--- src/rtl/strobe_pulse_gen_if.sv ---
// Trigger/config/strobe bundle between the camera-rate generator and the strobe pulse stage.
// master drives trigger and configuration; slave (the pulse generator) returns strobe and status.
interface strobe_pulse_gen_if #(
    parameter int CNT_W  = 32,
    parameter int MISS_W = 16
);
    logic              trig_in;
    logic              enable;
    logic [15:0]       divisor;
    logic [CNT_W-1:0]  delay_cycles;
    logic [CNT_W-1:0]  width_cycles;
    logic              strobe_out;
    logic              busy;
    logic [MISS_W-1:0] missed_cnt;

    modport master (
        output trig_in, enable, divisor, delay_cycles, width_cycles,
        input  strobe_out, busy, missed_cnt
    );

    modport slave (
        input  trig_in, enable, divisor, delay_cycles, width_cycles,
        output strobe_out, busy, missed_cnt
    );
endinterface

--- src/rtl/strobe_pulse_gen.sv ---
// Fires one delayed, fixed-width strobe on every Nth camera trigger edge and counts
// triggers that land while a strobe sequence is still in flight.
//
// state | meaning
// IDLE  | waiting for an accepted trigger edge; divider advances here only
// DELAY | counting down the latched phase delay
// PULSE | strobe_out high, counting down the latched width
module strobe_pulse_gen #(
    parameter int CNT_W  = 32,
    parameter int MISS_W = 16
) (
    input  logic               clk,
    input  logic               reset,
    strobe_pulse_gen_if.slave  bus
);
    typedef enum logic [1:0] {IDLE, DELAY, PULSE} state_t;

    localparam logic [CNT_W-1:0]  CNT_ONE  = CNT_W'(1);
    localparam logic [MISS_W-1:0] MISS_ONE = MISS_W'(1);

    state_t            state;
    logic              trig_prev;
    logic [15:0]       div_cnt;
    logic [CNT_W-1:0]  cnt;
    logic [CNT_W-1:0]  width_l;
    logic              strobe_q;
    logic [MISS_W-1:0] missed_q;
    logic              trig_edge;
    logic [15:0]       eff_div;

    assign trig_edge = bus.trig_in & ~trig_prev;
    assign eff_div   = (bus.divisor == 16'd0) ? 16'd1 : bus.divisor;

    always_ff @(posedge clk) begin
        if (reset) begin
            state     <= IDLE;
            trig_prev <= 1'b1;
            div_cnt   <= 16'd0;
            cnt       <= '0;
            width_l   <= '0;
            strobe_q  <= 1'b0;
            missed_q  <= '0;
        end else begin
            trig_prev <= bus.trig_in;
            case (state)
                IDLE: begin
                    if (!bus.enable) begin
                        div_cnt <= 16'd0;
                    end else if (trig_edge) begin
                        // >= lets a divisor lowered mid-count fire on the next edge
                        if (div_cnt >= eff_div - 16'd1) begin
                            div_cnt <= 16'd0;
                            width_l <= bus.width_cycles;
                            if (bus.width_cycles != '0) begin
                                if (bus.delay_cycles == '0) begin
                                    state    <= PULSE;
                                    cnt      <= bus.width_cycles - CNT_ONE;
                                    strobe_q <= 1'b1;
                                end else begin
                                    state <= DELAY;
                                    cnt   <= bus.delay_cycles - CNT_ONE;
                                end
                            end
                        end else begin
                            div_cnt <= div_cnt + 16'd1;
                        end
                    end
                end
                DELAY: begin
                    if (cnt == '0) begin
                        state    <= PULSE;
                        cnt      <= width_l - CNT_ONE;
                        strobe_q <= 1'b1;
                    end else begin
                        cnt <= cnt - CNT_ONE;
                    end
                end
                PULSE: begin
                    if (cnt == '0) begin
                        state    <= IDLE;
                        strobe_q <= 1'b0;
                    end else begin
                        cnt <= cnt - CNT_ONE;
                    end
                end
                default: begin
                    state    <= IDLE;
                    strobe_q <= 1'b0;
                end
            endcase
            // edges while in flight are lost, including one in the final PULSE cycle
            if (state != IDLE && trig_edge && missed_q != '1) begin
                missed_q <= missed_q + MISS_ONE;
            end
        end
    end

    assign bus.strobe_out = strobe_q;
    assign bus.busy       = (state != IDLE);
    assign bus.missed_cnt = missed_q;
endmodule

--- src/flat_wrapper.sv ---
// flat-port wrapper written by rule: the top's interface ports become plain ports
module strobe_pulse_gen_flat 
#(
    parameter int CNT_W  = 32,
    parameter int MISS_W = 16
)
  (clk, reset, bus_trig_in, bus_enable, bus_divisor, bus_delay_cycles, bus_width_cycles, bus_strobe_out, bus_busy, bus_missed_cnt);
  strobe_pulse_gen_if #(.CNT_W(CNT_W), .MISS_W(MISS_W)) bus_i ();
  input  logic clk;
  input  logic reset;
  input wire logic [$bits(bus_i.trig_in)-1:0] bus_trig_in;
  input wire logic [$bits(bus_i.enable)-1:0] bus_enable;
  input wire logic [$bits(bus_i.divisor)-1:0] bus_divisor;
  input wire logic [$bits(bus_i.delay_cycles)-1:0] bus_delay_cycles;
  input wire logic [$bits(bus_i.width_cycles)-1:0] bus_width_cycles;
  output wire logic [$bits(bus_i.strobe_out)-1:0] bus_strobe_out;
  output wire logic [$bits(bus_i.busy)-1:0] bus_busy;
  output wire logic [$bits(bus_i.missed_cnt)-1:0] bus_missed_cnt;
  assign bus_i.trig_in = bus_trig_in;
  assign bus_i.enable = bus_enable;
  assign bus_i.divisor = bus_divisor;
  assign bus_i.delay_cycles = bus_delay_cycles;
  assign bus_i.width_cycles = bus_width_cycles;
  assign bus_strobe_out = bus_i.strobe_out;
  assign bus_busy = bus_i.busy;
  assign bus_missed_cnt = bus_i.missed_cnt;
  strobe_pulse_gen #(.CNT_W(CNT_W), .MISS_W(MISS_W)) u_core (.clk(clk), .reset(reset), .bus(bus_i));
endmodule
--- config.mk ---
export PLATFORM = sky130hd
export DESIGN_NAME = strobe_pulse_gen_flat
export DESIGN_NICKNAME = d
export VERILOG_FILES = /design/src/rtl/strobe_pulse_gen_if.sv /design/src/rtl/strobe_pulse_gen.sv /design/src/flat_wrapper.sv
export SDC_FILE = /design/constraint.sdc
export NUM_CORES = 1
export LEC_CHECK = 0
export ABC_AREA = 1
export CORE_UTILIZATION = 50
export CTS_CLUSTER_DIAMETER = 40
export DETAILED_ROUTE_END_ITERATION = 16
export MAX_ROUTING_LAYER = met4
export PLACE_DENSITY = 0.73
export SETUP_SLACK_MARGIN = 0.2
export SLEW_MARGIN = 20
export SYNTH_ARGS = -nofsm -noshare
export SYNTH_HDL_FRONTEND = slang
export SYNTH_SLANG_ARGS = --single-unit
--- constraint.sdc ---
create_clock -name clk -period 5 [get_ports clk]
set_input_delay 0.75 -clock clk [delete_from_list [all_inputs] [get_ports clk]]
set_output_delay 0.75 -clock clk [all_outputs]
set_load 0.005 [all_outputs]
==> out/metrics.yaml, run 1 <==
run_status:
  status: "completed"
synthesis:
  syn_avg_cell_area_um2: 5.92
  syn_area_um2: 8390
  ys_seq_area_share_pct: 23.9
  synth_area_leaders: "dfxtp_1, nand2_1, nor2_1, inv_1, a21oi_1"
  synth-edff-count: 0
  yosysWarnings: 0
  yosys.area.top_type: "dfxtp_1"
  synthCells: 1418
  ys_types: 47
  synth_top_area_share_pct: 23.9
  postSynth.asyncResetShare_pct: 0
  synth_nets: 1528
  synthFlopType: "dfxtp_1"
  synth-seq-cells: 100
setup_path:
  rrSetupSlack_ns: 2.02
  end_kind: "register"
  ff2ff_path_depth: 12
  path_class: "in -> reg"
  arrival_ns: 4.68
  r2r-start: "u_core.cnt[10]$_SDFFE_PP0P_"
  cp-start-kind: "input port"
  worstPathRequired_ns: 5.24
  r2r_end: "u_core.cnt[7]$_SDFFE_PP0P_"
  crit_path_max_fanout: 48
sta:
  slew_headroom_pct: 26.7
  post-route-period-util_pct: 88.8
  holdWs_ns: 0.455
  rsz0062_at_grt: "false"
  hold_viol: 0
  worst_pin_slew_ns: 1.10
  finalSetupViolCount: 0
  finalClockSkew_ns: 0.0116
  slew_viol_final: 0
  finalSetupTns_ns: 0
  fmax_mhz: 225
  post-route-min-period_ns: 4.44
placed_design:
  placed_cell_area_um2: 9580
  dp_hpwl_um: 20200
  placed_cells: 1709
  globalplace.congestion: 0.971
  io_buffer_count: 101
clock_tree:
  holdBufCountCts: 0
  clk_path_buf_depth: 2
  clk-insertion-delay-late_ns: 0.36
  cts-root-buf: "clkbuf_16"
  cts_buffers: 9
  h-tree-depth: 3
  clk_pin_slew_ns: 0.07
  numClockSinks: 100
  cts_tree: "built"
die:
  ios: 102
  dieWidth_um: 132
  initial_core_util_pct: 51.0
  die_h_um: 132
  core_um2: 16500
  dieArea_um2: 17300
  fp-row-count: 47
drt:
  drt_pass1_iterations: 5
  ant_nets: 0
  met2WireLength_um: 11900
  drt_iter0_drc: 656
  met3_length_um: 1650
  remaining_drc_errors: 0
  vias: 9314
  finalWirelength_um: 25600
  top_layer_used: "met4"
  post_drt_wl_per_cell_um: 14.9
  vias_per_cell: 5.40
  wl_met1_um: 11200
hold_path:
  hold_path_class: "reg -> reg"
  hold_start: "u_core.bus.strobe_out$_SDFFE_PP0P_"
  hold_depth: 2
  holdPathEnd: "u_core.bus.strobe_out$_SDFFE_PP0P_"
final_layout:
  fin_area_um2: 9910
  final_common_cell: "nand2_1"
  final_cell_mix: "nand2_1, nor2_1, inv_1"
  fill_cells: 1657
  area.sequential_um2: 2000
  drive_above_1_share_pct: 4.32
  fin_cells: 1724
  nNetsFinal: 1610
  syn2layout_area_growth_pct: 18.0
  multi_input_area_um2: 5530
  diodes: 0
power_and_ir_drop:
  peakVddDrop_v: 0.000166
  p_leak_nw: 4.57
  powerDensity_nw_per_um2: 180
grt:
  grt_pass1_vias: 8576
  grt.overflow.total: 0
  antenna_found_initial: 0
  grt_usage_pct: 31.4
  grt_max_degree: 75
  grt_pass1_wl_um: 42300
flow_run:
  cap_violations: 0
[cells in the mapped netlist, types with 3 or more instances]
library cell / count
nand2_2: 5
xor2_1: 52
buf_6: 3
inv_2: 3
xnor2_1: 11
nor2_2: 16
a32oi_1: 5
inv_1: 181
nand2_1: 270
nand4_1: 20
nor3_1: 36
dfxtp_1: 100
ha_1: 26
clkbuf_1: 28
o21ai_0: 111
o221ai_1: 5
buf_2: 4
o22ai_1: 9
nor2_1: 249
o21a_1: 8
o21ai_1: 4
nand3_1: 95
o211ai_1: 5
a22oi_1: 5
nor4_1: 15
or2_2: 8
a21oi_1: 118
[through the flow]
stage	util, %	setup WS (ns)	total power [mW]
3_3_place_gp	58.2	0.149	1.03
5_1_grt	60.2	0.233	1.85
6_report	60.2	0.561	1.79
2_1_floorplan	-	1.08	0.915
4_1_cts	60.1	0.366	1.79
3_5_place_dp	58.2	0.0516	1.03
[worst max-delay path: stages]
cell and delay [ns]:
clkdlybuf4s50_1 0.52, nor2_1 0.08, nand2_1 0.13, nor4_1 0.07
nand3_1 0.12, nand2_1 0.06, inv_1 0.08, ha_1 0.18
nand3_1 0.12, nor4_2 0.36, nand2_1 0.15, nor3_1 0.19
xor2_1 0.17, inv_1 0.06, ha_1 0.27, nand2_1 0.05
or2_2 0.28, nand3_1 0.08, inv_1 0.05, nand2_1 0.09
nand2_1 0.13, buf_4 0.29, o21ai_0 0.31, a21oi_1 0.06
[repair_timing]
item,4_1_cts,5_1_grt
buffers inserted,0,0
resized for setup,0,2
setup endpoints to repair,0,9
[final cells by class]
cell class	count	share of cell area (%)
timing repair buffer	109	10.9
tap	220	2.78
inverter	185	7.01
multi-input combinational	1095	55.9
sequential	100	20.2
clock inverter	4	0.745
clock buffer	11	2.45
[power by group]
group | total [mW] | internal, mW | switching [mW] | leakage (nW)
clock network | 0.766 | 0.450 | 0.316 | 0.156
registers | 0.797 | 0.797 | 0.000290 | 0.805
logic | 0.222 | 0.0989 | 0.123 | 3.61
[layer usage]
metal / track usage, % / vias to the layer above
met1: 39.4 / 4133
met2: 50.8 / 328
li1: - / 4796
met5: - / -
met3: 3.67 / 57
met4: 13.2 / 0
[registers in the layout (all words and copies together) (netlist names)]
register               count
u_core.bus.missed_cnt     16
u_core.bus.strobe_out      1
u_core.cnt                32
u_core.div_cnt            16
u_core.state               2
u_core.trig_prev           1
u_core.width_l            32
[logic make-up (layout without fill, tap and decap cells)]
logic type	after synthesis	count (layout)	share of synthesized area, %
flops	100	100	23.9
simple gates	727	727	37.3
xor+xnor	63	63	6.57
buf+inv	223	309	10.4
compound gates	279	279	18.0
fa+ha+maj	26	26	3.88
[how the worst max path moves through the flow]
stage / slack (ns) / cells past startpoint / to / from
floorplan: 1.08 / 26 / u_core.cnt[16]$_SDFFE_PP0P_ / bus_divisor[5]
global placement: 0.15 / 26 / u_core.div_cnt[13]$_SDFFE_PP0P_ / bus_divisor[4]
detailed placement: 0.05 / 26 / u_core.div_cnt[13]$_SDFFE_PP0P_ / bus_divisor[4]
CTS: 0.37 / 26 / u_core.div_cnt[13]$_SDFFE_PP0P_ / bus_divisor[4]
global route: 0.23 / 24 / u_core.width_l[27]$_SDFFE_PP0P_ / bus_divisor[4]
finish: 0.56 / 24 / u_core.width_l[27]$_SDFFE_PP0P_ / bus_divisor[4]
No activity file was read; power rests on OpenSTA's default activity.
==> inputs of run 2 (changes only) <==
Settings changed: CELL_PAD_IN_SITES_DETAIL_PLACEMENT set to 1, CELL_PAD_IN_SITES_GLOBAL_PLACEMENT set to 1, CORE_UTILIZATION 50 to 45, DONT_BUFFER_PORTS set to 1, PLACE_DENSITY 0.73 to not set, PLACE_DENSITY_LB_ADDON set to 0.1.
Clock period 5 ns to 5.1 ns, I/O delays scaled along.
==> run 2 against run 1 <==
Effect of this change: the flow now finishes with violations (DRC); clock skew is 0.0020 ns higher; critical endpoint is now u_core.div_cnt[13]$_SDFFE_PP0P_; combinational power down 41%; flip-flop and latch count unchanged; sequential power fell by 2%; cell count fell by 5.5%; non-clock buffer count fell by 104; critical path depth increased by 1; clock power is 12% lower; die area is 11% higher.
==> out/metrics.yaml, run 2 (synthesized netlist as in run 1, its figures left out) <==
clock_tree:
  cts_buffers: 9  # unchanged
  clk_pin_slew_ns: 0.08  # was 0.07 ns
  holdBufCountCts: 0  # unchanged
  cts_tree: "built"  # unchanged
  h-tree-depth: 3  # unchanged
  clk_path_buf_depth: 2  # unchanged
  clk-insertion-delay-late_ns: 0.36  # about the same
  cts-root-buf: "clkbuf_16"  # unchanged
  numClockSinks: 100  # unchanged
  cts_setup_buffers: 0  # unchanged
  cts-resized-gates: 0  # unchanged
setup_path:
  cp-start-kind: "input port"  # unchanged
  cp_top_family: "simple AND/OR/NAND/NOR gates"  # unchanged
  r2r-start: "u_core.cnt[9]$_SDFFE_PP0P_"  # was u_core.cnt[10]$_SDFFE_PP0P_
  arrival_ns: 4.55  # was 4.68 ns
  crit_start: "bus_divisor[5]"  # was bus_divisor[4]
  crit_slowest_cell: "nor2_1"  # was clkdlybuf4s50_1
  worstPathRequired_ns: 5.41  # was 5.24 ns
  slowest_delay_ns: 0.52  # about the same
  path_class: "in -> reg"  # unchanged
  critPathBufInv: 5  # unchanged
  end_kind: "register"  # unchanged
  crit_path_max_fanout: 9  # was 48
die:
  initial_core_util_pct: 46.2  # was 51.0%
  dieArea_um2: 19200  # was 17300 um^2
  ios: 102  # unchanged
  core_um2: 18100  # was 16500 um^2
  fp-row-count: 49  # was 47
  die_h_um: 139  # was 132 um
  dieWidth_um: 139  # was 132 um
sta:
  worst_slack_ns: 0.854  # was 0.561 ns
  rsz0062_at_grt: "false"  # unchanged
  post-route-min-period_ns: 4.25
  slew_viol_final: 0  # unchanged
  slew_headroom_pct: 36.6  # was 26.7%
  finalSetupViolCount: 0  # unchanged
  fmax_mhz: 235
  finalSetupTns_ns: 0  # unchanged
  finalClockSkew_ns: 0.0136  # was 0.0116 ns
  post-route-period-util_pct: 83.3
  hold_viol: 0  # unchanged
  holdWs_ns: 0.478  # was 0.455 ns
  worst_pin_slew_ns: 0.949  # was 1.10 ns
grt:
  grt_pass1_wl_um: 48700  # was 42300 um
  top_usage_layer: "met2"  # unchanged
  antenna_found_initial: 0  # unchanged
  grt_max_degree: 75  # unchanged
  grt_util_met1_pct: 42.8  # was 39.4%
  grt.overflow.total: 0  # unchanged
  grt_pass1_vias: 9330  # was 8576
  grt_usage_pct: 33.0  # was 31.4%
  met3_usage_pct: 4.35  # was 3.67%
  grt_use_met2_pct: 53.5  # was 50.8%
drt:
  vias_per_cell: 5.79  # was 5.40
  finalWirelength_um: 30300  # was 25600 um
  remaining_drc_errors: 2  # was 0
  drt_iter0_drc: 569  # was 656
  drt_pass1_iterations: 11  # was 5
  vias: 9428  # was 9314
  ant_nets: 0  # unchanged
  post_drt_wl_per_cell_um: 18.6  # was 14.9 um
placed_design:
  io_buffer_count: 0  # was 101
  dp_hpwl_um: 24000  # was 20200 um
  globalplace.congestion: 0.968  # was 0.971
  dpl_worst_slack_ns: 0.427  # was 0.0516 ns
  placed_cell_area_um2: 8540  # was 9580 um^2
  placed_cells: 1614  # was 1709
final_layout:
  drive_above_1_share_pct: 4.43  # was 4.32%
  fill_cells: 2588  # was 1657
  final_cell_mix: "nand2_1, nor2_1, inv_1"  # unchanged
  final_util_pct: 48.6  # was 60.2%
  final_common_cell: "nand2_1"  # unchanged
  reg_top3: "u_core.cnt (32), u_core.width_l (32)"  # unchanged
  syn2layout_area_growth_pct: 5.13  # was 18.0%
  diodes: 0  # unchanged
  fin_area_um2: 8820  # was 9910 um^2
  fin_cells: 1629  # was 1724
  nNetsFinal: 1506  # was 1610
power_and_ir_drop:
  powerDensity_nw_per_um2: 179  # was 180 nW/um^2
  power_mw: 1.58  # was 1.79 mW
  peakVddDrop_v: 0.000163  # was 0.000166 V
  p_leak_nw: 4.14  # was 4.57 nW
hold_path:
  hold_start: "reset"  # was u_core.bus.strobe_out$_SDFFE_PP0P_
  hold_path_class: "in -> reg"  # was reg -> reg
run_status:
  status: "finished, violations left"  # was completed
  violations: "DRC"
flow_run:
  cap_violations: 0  # unchanged
run 2: cell count changes in the layout (fill, tap and decap cells not counted):
cell,previous run,this run
clkdlybuf4s50_1,101,0
buf_4,7,5
bufinv_16,2,0
clkinvlp_4,0,2
buf_12,1,0
clkbuf_1,1,0
clkinv_1,2,1
clkinv_2,1,2
inv_6,0,1
nor2_1,248,249
nor2_2,17,16
nor4_1,14,15
nor4_2,1,0
run 2: final cells by class:
type / count / area, um^2 / area share (%)
Clock inverter: 5 / 37.5 / 0.425
Timing Repair Buffer: 5 / 37.5 / 0.425
Tap cell: 229 / 287 / 3.25
Clock buffer: 10 / 239 / 2.71
Multi-Input combinational cell: 1095 / 5530 / 62.6
Sequential cell: 100 / 2000 / 22.7
Inverter: 185 / 696 / 7.88
run 2: worst paths after layout:
| path | end | slack, ns | depth (start not counted) |
|---|---|---|---|
| max | u_core.div_cnt[13]$_SDFFE_PP0P_ | 0.85 | 25 |
| max reg2reg | u_core.cnt[13]$_SDFFE_PP0P_ | 2.03 | 14 |
| min reg2reg | u_core.bus.strobe_out$_SDFFE_PP0P_ | 0.49 | 2 |
| min | u_core.bus.missed_cnt[12]$_SDFFE_PP0P_ | 0.48 | 1 |
run 2: layer usage:
metal  wire length (um)  part of all wire, %
met1              14200                   47
met2              14000                   46
met3               1300                  4.3
met4                731                  2.4
met5                  0                    0
run 2: report_power, final:
| group | total (mW) | switching (mW) | internal [mW] |
|---|---|---|---|
| Clock | 0.671 | 0.327 | 0.344 |
| Sequential | 0.781 | 0.000361 | 0.781 |
| Combinational | 0.131 | 0.0895 | 0.0413 |
